<file path="src/rtl/sar_pkg.sv">
// sar_pkg: shared constants and state encoding for the SAR
// conversion sequencer and its round-robin arbiter.
package sar_pkg;

  localparam int SAR_DATA_W  = 10;
  localparam int SAR_TMO_CYC = 40;

  typedef enum logic [1:0] {
    SEQ_IDLE  = 2'd0,
    SEQ_START = 2'd1,
    SEQ_WAIT  = 2'd2,
    SEQ_DONE  = 2'd3
  } seq_state_e;

endpackage

</file>
<file path="src/rtl/rr_arbiter.sv">
// rr_arbiter: combinational round-robin pick of the first set
// request at or above ptr_i, wrapping; one-hot plus encoded ID.
module rr_arbiter #(
  parameter int NREQ = 4,
  parameter int ID_W = 2
) (
  input  logic [NREQ-1:0] req_i,
  input  logic [ID_W-1:0] ptr_i,
  output logic [NREQ-1:0] gnt_o,
  output logic [ID_W-1:0] id_o
);

  logic [ID_W-1:0] idx;

  always_comb begin
    gnt_o = '0;
    id_o  = '0;
    idx   = '0;
    // Scan farthest-first so the nearest set request wins.
    for (int i = NREQ - 1; i >= 0; i--) begin
      idx = ID_W'((int'(ptr_i) + i) % NREQ);
      if (req_i[idx]) begin
        gnt_o      = '0;
        gnt_o[idx] = 1'b1;
        id_o       = idx;
      end
    end
  end

endmodule

</file>
<file path="src/rtl/sar_conv_sequencer.sv">
// sar_conv_sequencer: round-robin conversion scheduler for the SAR core.
// Define SAR_SEQ_AVG_EN to average four conversions per grant.
module sar_conv_sequencer
  import sar_pkg::*;
#(
  parameter int NREQ    = 4,
  parameter int ID_W    = 2,
  parameter int DATA_W  = SAR_DATA_W,
  parameter int TMO_CYC = SAR_TMO_CYC,
  parameter int TMO_W   = 6
) (
  input  logic              clk,
  input  logic              rst,
  input  logic              en,
  input  logic [NREQ-1:0]   req,
  output logic              cnvst,
  input  logic              eoc,
  input  logic [DATA_W-1:0] sar,
  output logic              res_valid,
  input  logic              res_ready,
  output logic [DATA_W-1:0] res_data,
  output logic [ID_W-1:0]   res_id,
  output logic              res_err,
  output logic              busy
);

  seq_state_e        state_q, state_d;
  logic [ID_W-1:0]   ptr_q, ptr_d;
  logic [ID_W-1:0]   id_q, id_d;
  logic [ID_W-1:0]   gnt_id;
  logic [NREQ-1:0]   gnt;
  logic [TMO_W-1:0]  tmr_q, tmr_d;
  logic [DATA_W-1:0] data_q, data_d;
  logic              err_q, err_d;
  logic              vld_q, vld_d;
  logic              cnvst_q, cnvst_d;
  logic              busy_q, busy_d;
`ifdef SAR_SEQ_AVG_EN
  logic [DATA_W+1:0] acc_q, acc_d, sum;
  logic [1:0]        cnt_q, cnt_d;
`endif

  rr_arbiter #(
    .NREQ (NREQ),
    .ID_W (ID_W)
  ) u_arb (
    .req_i (req),
    .ptr_i (ptr_q),
    .gnt_o (gnt),
    .id_o  (gnt_id)
  );

  always_comb begin
    state_d = state_q;
    ptr_d   = ptr_q;
    id_d    = id_q;
    tmr_d   = tmr_q;
    data_d  = data_q;
    err_d   = err_q;
    vld_d   = vld_q;
`ifdef SAR_SEQ_AVG_EN
    acc_d   = acc_q;
    cnt_d   = cnt_q;
    sum     = acc_q + {2'b00, sar};
`endif
    unique case (state_q)
      SEQ_IDLE: begin
        if (en && |gnt) begin
          id_d    = gnt_id;
          state_d = SEQ_START;
`ifdef SAR_SEQ_AVG_EN
          acc_d   = '0;
          cnt_d   = '0;
`endif
        end
      end
      SEQ_START: begin
        tmr_d   = '0;
        state_d = SEQ_WAIT;
      end
      SEQ_WAIT: begin
        tmr_d = tmr_q + 1'b1;
        // eoc wins over a timeout landing in the same cycle.
        if (eoc) begin
`ifdef SAR_SEQ_AVG_EN
          if (cnt_q == 2'd3) begin
            data_d  = sum[DATA_W+1:2];
            err_d   = 1'b0;
            vld_d   = 1'b1;
            state_d = SEQ_DONE;
          end else begin
            acc_d   = sum;
            cnt_d   = cnt_q + 1'b1;
            state_d = SEQ_START;
          end
`else
          data_d  = sar;
          err_d   = 1'b0;
          vld_d   = 1'b1;
          state_d = SEQ_DONE;
`endif
        end else if (tmr_q == TMO_W'(TMO_CYC - 1)) begin
          data_d  = '0;
          err_d   = 1'b1;
          vld_d   = 1'b1;
          state_d = SEQ_DONE;
        end
      end
      SEQ_DONE: begin
        if (res_ready) begin
          vld_d   = 1'b0;
          ptr_d   = (id_q == ID_W'(NREQ - 1)) ? '0 : id_q + 1'b1;
          state_d = SEQ_IDLE;
        end
      end
      default: state_d = SEQ_IDLE;
    endcase
    cnvst_d = (state_d == SEQ_START);
    busy_d  = (state_d != SEQ_IDLE);
  end

  always_ff @(posedge clk or negedge rst) begin
    if (!rst) begin
      state_q <= SEQ_IDLE;
      ptr_q   <= '0;
      id_q    <= '0;
      tmr_q   <= '0;
      data_q  <= '0;
      err_q   <= 1'b0;
      vld_q   <= 1'b0;
      cnvst_q <= 1'b0;
      busy_q  <= 1'b0;
`ifdef SAR_SEQ_AVG_EN
      acc_q   <= '0;
      cnt_q   <= '0;
`endif
    end else begin
      state_q <= state_d;
      ptr_q   <= ptr_d;
      id_q    <= id_d;
      tmr_q   <= tmr_d;
      data_q  <= data_d;
      err_q   <= err_d;
      vld_q   <= vld_d;
      cnvst_q <= cnvst_d;
      busy_q  <= busy_d;
`ifdef SAR_SEQ_AVG_EN
      acc_q   <= acc_d;
      cnt_q   <= cnt_d;
`endif
    end
  end

  assign cnvst     = cnvst_q;
  assign res_valid = vld_q;
  assign res_data  = data_q;
  assign res_id    = id_q;
  assign res_err   = err_q;
  assign busy      = busy_q;

endmodule

</file>
<file path="config.mk">
export PLATFORM = sky130hd
export DESIGN_NAME = sar_conv_sequencer
export DESIGN_NICKNAME = d
export VERILOG_FILES = /design/src/rtl/sar_pkg.sv /design/src/rtl/rr_arbiter.sv /design/src/rtl/sar_conv_sequencer.sv
export SDC_FILE = /design/constraint.sdc
export NUM_CORES = 1
export LEC_CHECK = 0
export CAP_MARGIN = 30
export CORE_UTILIZATION = 55
export CTS_CLUSTER_DIAMETER = 80
export DETAILED_ROUTE_END_ITERATION = 7
export PLACE_DENSITY = 0.84
export SLEW_MARGIN = 20
export SYNTH_ARGS = -nofsm -noshare
export SYNTH_HDL_FRONTEND = slang
export SYNTH_SLANG_ARGS = --single-unit
</file>
<file path="constraint.sdc">
create_clock -name clk -period 6.6 [get_ports clk]
set_input_delay 0.99 -clock clk [delete_from_list [all_inputs] [get_ports clk]]
set_output_delay 0.99 -clock clk [all_outputs]
set_load 0.03 [all_outputs]
</file>
==> results of run 1 <==
[cells in the mapped netlist (all sizes together) (2+ instances only)]
cell type,count
mux4,4
clkbuf,7
inv,15
mux2i,3
ha,14
nor2b,4
dfrtp,26
a31oi,2
and3,2
nand2b,2
a21oi,14
nor2,6
buf,5
mux2,4
nand2,37
nand3,19
nor4,2
o21ai,15
[path summary, 6_finish.rpt]
| check | endpoint | from | slack, ns |
|---|---|---|---|
| worst min register to register | res_data[7] | res_data[7] | 0.51 |
| worst min-delay path | res_data[7] | res_data[7] | 0.51 |
| min in group asynchronous | busy | rst | 1.02 |
| worst max register to register | res_id[1] | ptr_q[0] | 3.53 |
| worst max-delay path | res_id[1] | ptr_q[0] | 3.53 |
| max in group asynchronous | res_data[7] | rst | 5.33 |
[power groups by stage]
stage	Combinational [uW]	Clock, uW	Sequential, uW
after global routing	638	72.1	298
after CTS	577	67.0	288
after detailed placement	576	0	290
after floorplan	355	0	346
after global placement	566	0	289
final	578	66.4	288
[logic make-up after synthesis]
family                     after synthesis  share of synthesized area, %
adders and majority gates               14                          9.94
and+or+nand+nor                         78                          21.3
DFF                                     26                          36.9
xor gates and xnor gates                 1                         0.497
buffers and inverters                   27                          6.39
AOI/OAI and AO/OA                       44                          15.4
muxes                                   11                          9.58
[final cells by class]
type,instances,area [um2],share of cell area (%)
clock buffers,3,22.5,1.06
flip-flops and latches,26,651,30.5
inverters,15,56.3,2.64
repair buffers,35,348,16.3
well taps,44,55.1,2.58
multi-input cells,148,1000,46.9
[flip-flops by register name, summed over array words and instances (netlist names)]
signal     cells
ptr_q          2
tmr_q          6
res_valid      1
res_err        1
busy           1
state_q        2
res_id         2
cnvst          1
res_data      10
[worst max-delay path, delay by kind of cell, from the launching register on]
kind | cells | cell delay (ns)
flip-flops | 1 | 0.86
buffers and inverters | 1 | 0.28
multiplexers | 2 | 0.78
adder cells (fa/ha/maj) | 1 | 0.31
AND/OR/NAND/NOR | 3 | 0.73
[per-layer routing]
metal / vias to the layer above / wire (um) / share of wire (%)
li1: 755 / - / -
met1: 713 / 1770 / 50
met2: 35 / 1600 / 45
met3: 5 / 128 / 3.6
met4: 0 / 51 / 1.4
met5: - / 0 / 0
[stage by stage]
| step | power, uW | utilization, % | cell area (um2) | setup slack, ns |
|---|---|---|---|---|
| after global routing | 1010 | 69.8 | 2130 | 3.37 |
| final | 932 | 69.8 | 2130 | 3.53 |
| after detailed placement | 866 | 69.1 | 2110 | 3.54 |
| after floorplan | 701 | - | 1760 | 3.91 |
| after global placement | 855 | 69.1 | 2110 | 3.57 |
| after CTS | 932 | 69.8 | 2130 | 3.60 |
==> results.ini, run 1 <==
[run_status]
outcome = completed

[worst_setup_path]
worstPathRequired_ns = 6.83
critPathKind = reg -> reg
critPathSlowestCell = dfrtp_1
start_kind = flop
slowest_delay_ns = 0.86
path_cells = inv_1 > ha_1 > nor4_1 > nand2_1 > mux4_2 > and3_4 > mux2_4
worstSetupEndpointType = flop
cp_max_fo = 23
arrival_ns = 3.30
reg2reg_depth = 7

[global_route]
antenna_found_initial = 0
grt_pass1_wl_mm = 6.21
use_met2_pct = 37.3
grt_max_degree = 27
use_met3_pct = 3.52
grt_usage_pct = 23.6
grt_use_met1_pct = 33.0
grt.busiest_layer = met2
grt_pass1_vias = 1411
grt.overflow.total = 0

[sta]
maxSlewViolCount = 0
max_slew_margin_pct = 48.9
grt_setup_unrepaired = no
tightestPinTransition_ns = 0.767
finalSetupViolations = 0
fin_crit_ns = 3.07
clock.fmax_mhz = 325
period_share_pct = 46.6
setup_tns_ns = 0
finClkSkew_ns = 0.00574
hold_viol_final = 0
whs_ns = 0.514

[cells_and_area]
area_growth_pct = 20.9
antenna_cells = 0
mostFrequentLayoutCells = 37 x nand2_1, 34 x clkdlybuf4s50_1, 26 x dfrtp_1, 19 x nand3_1
final_cells = 271
layout_commonest_cell = nand2_1
layout.nets = 262
layout-drive-gt1-share_pct = 5.73
fillerInstances = 270

[power_and_ir_drop]
pwr-share-clk_pct = 7.1
combPwrFrac_pct = 62.0
seqPwrFrac_pct = 30.9
p_int_uw = 501
peakVddDrop_mv = 0.252
leakage_uw = 0.000951
switchingPower_uw = 432
p_per_area_mw_per_mm2 = 437
switching_share_pct = 46.3

[route]
drt_wl_total_mm = 3.56
wl_per_cell_um = 13.1
drc = 0
dr.pass1.iters = 4
ant_nets = 0
dr_total_vias = 1508
drt_iter0_markers = 55
avgViaCountPerCell = 5.56

[clock_tree]
numCtsBuffers = 3
cts_resized = 0
path_clk_slew_ns = 0.13
cts_tree = yes
clk_path_buf_depth = 2
cts_root_buf = clkbuf_4
worst_skew_pair.late_latency_ns = 0.32
clock-sinks = 26
ctsHoldBuffers = 0
postCtsSetupRepairBufs = 0
h-tree-depth = 1

[synthesis]
synth_cells = 201
yosysWarnings = 0
syn_area_per_cell_um2 = 8.77
synth_area_leaders = dfrtp_1 37%, ha_1 9.9%, nand2_1 7.9%, nand3_1 5.4%, mux4_2 5.1%
synth_edf_count = 0
ys_ff_latch = 26
synth_area_mm2 = 0.00176
synthesis.nets = 234
synth.distinct_cells = 44
synth_top_area_cell = dfrtp_1
synthArstFlopShare_pct = 100
yosysTopAreaCellShare_pct = 36.9
synth-seq-area-share_pct = 36.9
ys.flop_type = dfrtp_1

[floorplan]
rows = 20
die_x_um = 58.6
start_util_pct = 57.7
core_area_mm2 = 0.00305
fp.dieArea_mm2 = 0.00344
die_h_um = 58.6
io_pins = 35

[placement]
portBuffers = 34
dp.cells = 268
globalplace.congestion = 0.889
dp_hpwl_mm = 2.57

[worst_hold_path]
min_path_cells = 2
min_path_type = reg -> reg

[flow_run]
cap_violations = 0

Note: power is estimated with default switching activity, not from simulation.
==> run 2, diff against run 1 <==
Settings changed: CORE_UTILIZATION 55 to 51, PLACE_DENSITY 0.84 to 0.79.
Clock period 6.6 ns to 3.1 ns, I/O delays scaled along.
==> run 2 against run 1 <==
Net effect: via count grew 1.1%; count of clock-buffer cells in the layout is the same; power grew 130%; sequential share of layout area shrank 0.73 points; die area grew 7.6%; clock power grew to 3.5 times the previous value; largest power group unchanged; hold slack lost 0.027 ns; largest cell class unchanged; register-to-register slack lost 2.8 ns.
==> results.ini, run 2 (synthesis gave the netlist of run 1 again) <==
[run_status]
outcome = completed

[route]
avgViaCountPerCell = 5.54
drt_wl_total_mm = 3.85
wl_per_cell_um = 14.0
dr.pass1.iters = 4
dr_total_vias = 1524
drt_iter0_markers = 69
ant_nets = 0
drc = 0

[sta]
fin_ws_ns = 0.704
finalSetupViolations = 0
setup_tns_ns = 0
period_share_pct = 77.3
whs_ns = 0.487
hold_viol_final = 0
fin_crit_ns = 2.40
max_slew_margin_pct = 73.9
finClkSkew_ns = 0.00734
grt_setup_unrepaired = no
tightestPinTransition_ns = 0.388
maxSlewViolCount = 0
clock.fmax_mhz = 417

[worst_setup_path]
reg2reg_from = ptr_q[0]
path_cells = buf_4 > ha_1 > nor4_2 > nand2_1 > mux4_2 > and3_4 > mux2_4
rrSetupSlack_ns = 0.70
critPathKind = reg -> reg
cp_top_family = multiplexers
slowest_delay_ns = 0.49
arrival_ns = 2.62
worstPathRequired_ns = 3.33
critPathSlowestCell = mux4_2
start_kind = flop
cp_max_fo = 20
reg2reg_depth = 7
worstReg2RegEnd = res_id[1]
worstSetupEndpointType = flop
startpoint = ptr_q[0]
cp_num_buf_inv = 1

[floorplan]
start_util_pct = 55.9
fp.dieArea_mm2 = 0.00370
die_h_um = 60.8
io_pins = 35
core_area_mm2 = 0.00315
rows = 20
die_x_um = 60.8

[clock_tree]
worst_skew_pair.late_latency_ns = 0.32
postCtsSetupRepairBufs = 0
cts_resized = 0
clock-sinks = 26
cts_root_buf = clkbuf_4
ctsHoldBuffers = 0
numCtsBuffers = 3
clk_path_buf_depth = 2
path_clk_slew_ns = 0.15
cts_tree = yes
h-tree-depth = 1

[worst_hold_path]
min_path_type = in -> async

[power_and_ir_drop]
total_power_uw = 2120
peakVddDrop_mv = 0.484
p_per_area_mw_per_mm2 = 970
leakage_uw = 0.000979

[cells_and_area]
fin_util_pct = 69.3
regArea_um2 = 651
largest_reg_flops = 10
mostFrequentLayoutCells = 37 x nand2_1, 34 x clkdlybuf4s50_1, 26 x dfrtp_1, 19 x nand3_1
fillerInstances = 254
layout-drive-gt1-share_pct = 7.36
layout.nets = 265
multi_input_area_um2 = 1000
area_growth_pct = 23.9
layout_commonest_cell = nand2_1
antenna_cells = 0

[global_route]
antenna_found_initial = 0
grt.overflow.total = 0
grt_usage_pct = 22.7
grt_max_degree = 27
grt_pass1_wl_mm = 6.16
grt_pass1_vias = 1439

[flow_run]
cap_violations = 0

[placement]
globalplace.congestion = 0.875
portBuffers = 34
dp_hpwl_mm = 2.86
preCtsSetupSlack_ns = 0.558

==> run 2: cell types whose count changed in the layout (fill, tap and decap cells not counted) <==
cell / previous run / this run
buf_4: 1 / 4
bufinv_16: 0 / 1
==> run 2: cell type report <==
cell class              instances  area share [%]
inverters                      15            2.58
clock inverters                 1            1.37
flip-flops and latches         26            29.8
well taps                      44            2.52
clock buffers                   3            1.03
repair buffers                 38            17.0
multi-input cells             148            45.8
==> run 2: worst register-to-register path: stages, from the launching register on <==
cell     delay, ns
dfrtp_1       0.45
buf_4         0.23
ha_1          0.23
nor4_2        0.36
nand2_1       0.10
mux4_2        0.49
and3_4        0.18
mux2_4        0.28
==> run 2: where the power goes <==
group          switching (uW)  internal (uW)  leakage [uW]
clock network             102            131     0.0000279
logic                     757            573      0.000624
registers                90.2            465      0.000327
total                     949           1170      0.000979
==> run 2: through the flow <==
| step | instance area [um2] | instances |
|---|---|---|
| after floorplan | 1760 | 201 |
| after global placement | 2130 | 271 |
| after detailed placement | 2130 | 271 |
| after CTS | 2180 | 275 |
| after global routing | 2180 | 275 |
| final | 2180 | 275 |
==> run 2: worst max-delay path by stage <==
stage           endpoint  slack (ns)  cells past startpoint
3_5_place_dp   res_id[1]        0.56                      6
5_1_grt        res_id[1]        0.59                      7
3_3_place_gp   res_id[1]        0.62                      5
6_report       res_id[1]        0.70                      7
4_1_cts        res_id[1]        0.71                      7
2_1_floorplan  res_id[1]        0.41                      9
==> run 2: routing by layer <==
| metal | track usage, % | vias to the layer above | part of all wire, % | wire, um |
|---|---|---|---|---|
| met4 | 9.09 | 0 | 1.3 | 50 |
| li1 | - | 764 | - | - |
| met2 | 39.6 | 32 | 52 | 2000 |
| met1 | 28.3 | 724 | 44 | 1680 |
| met5 | 0 | - | 0 | 0 |
| met3 | 3.20 | 4 | 3.2 | 123 |
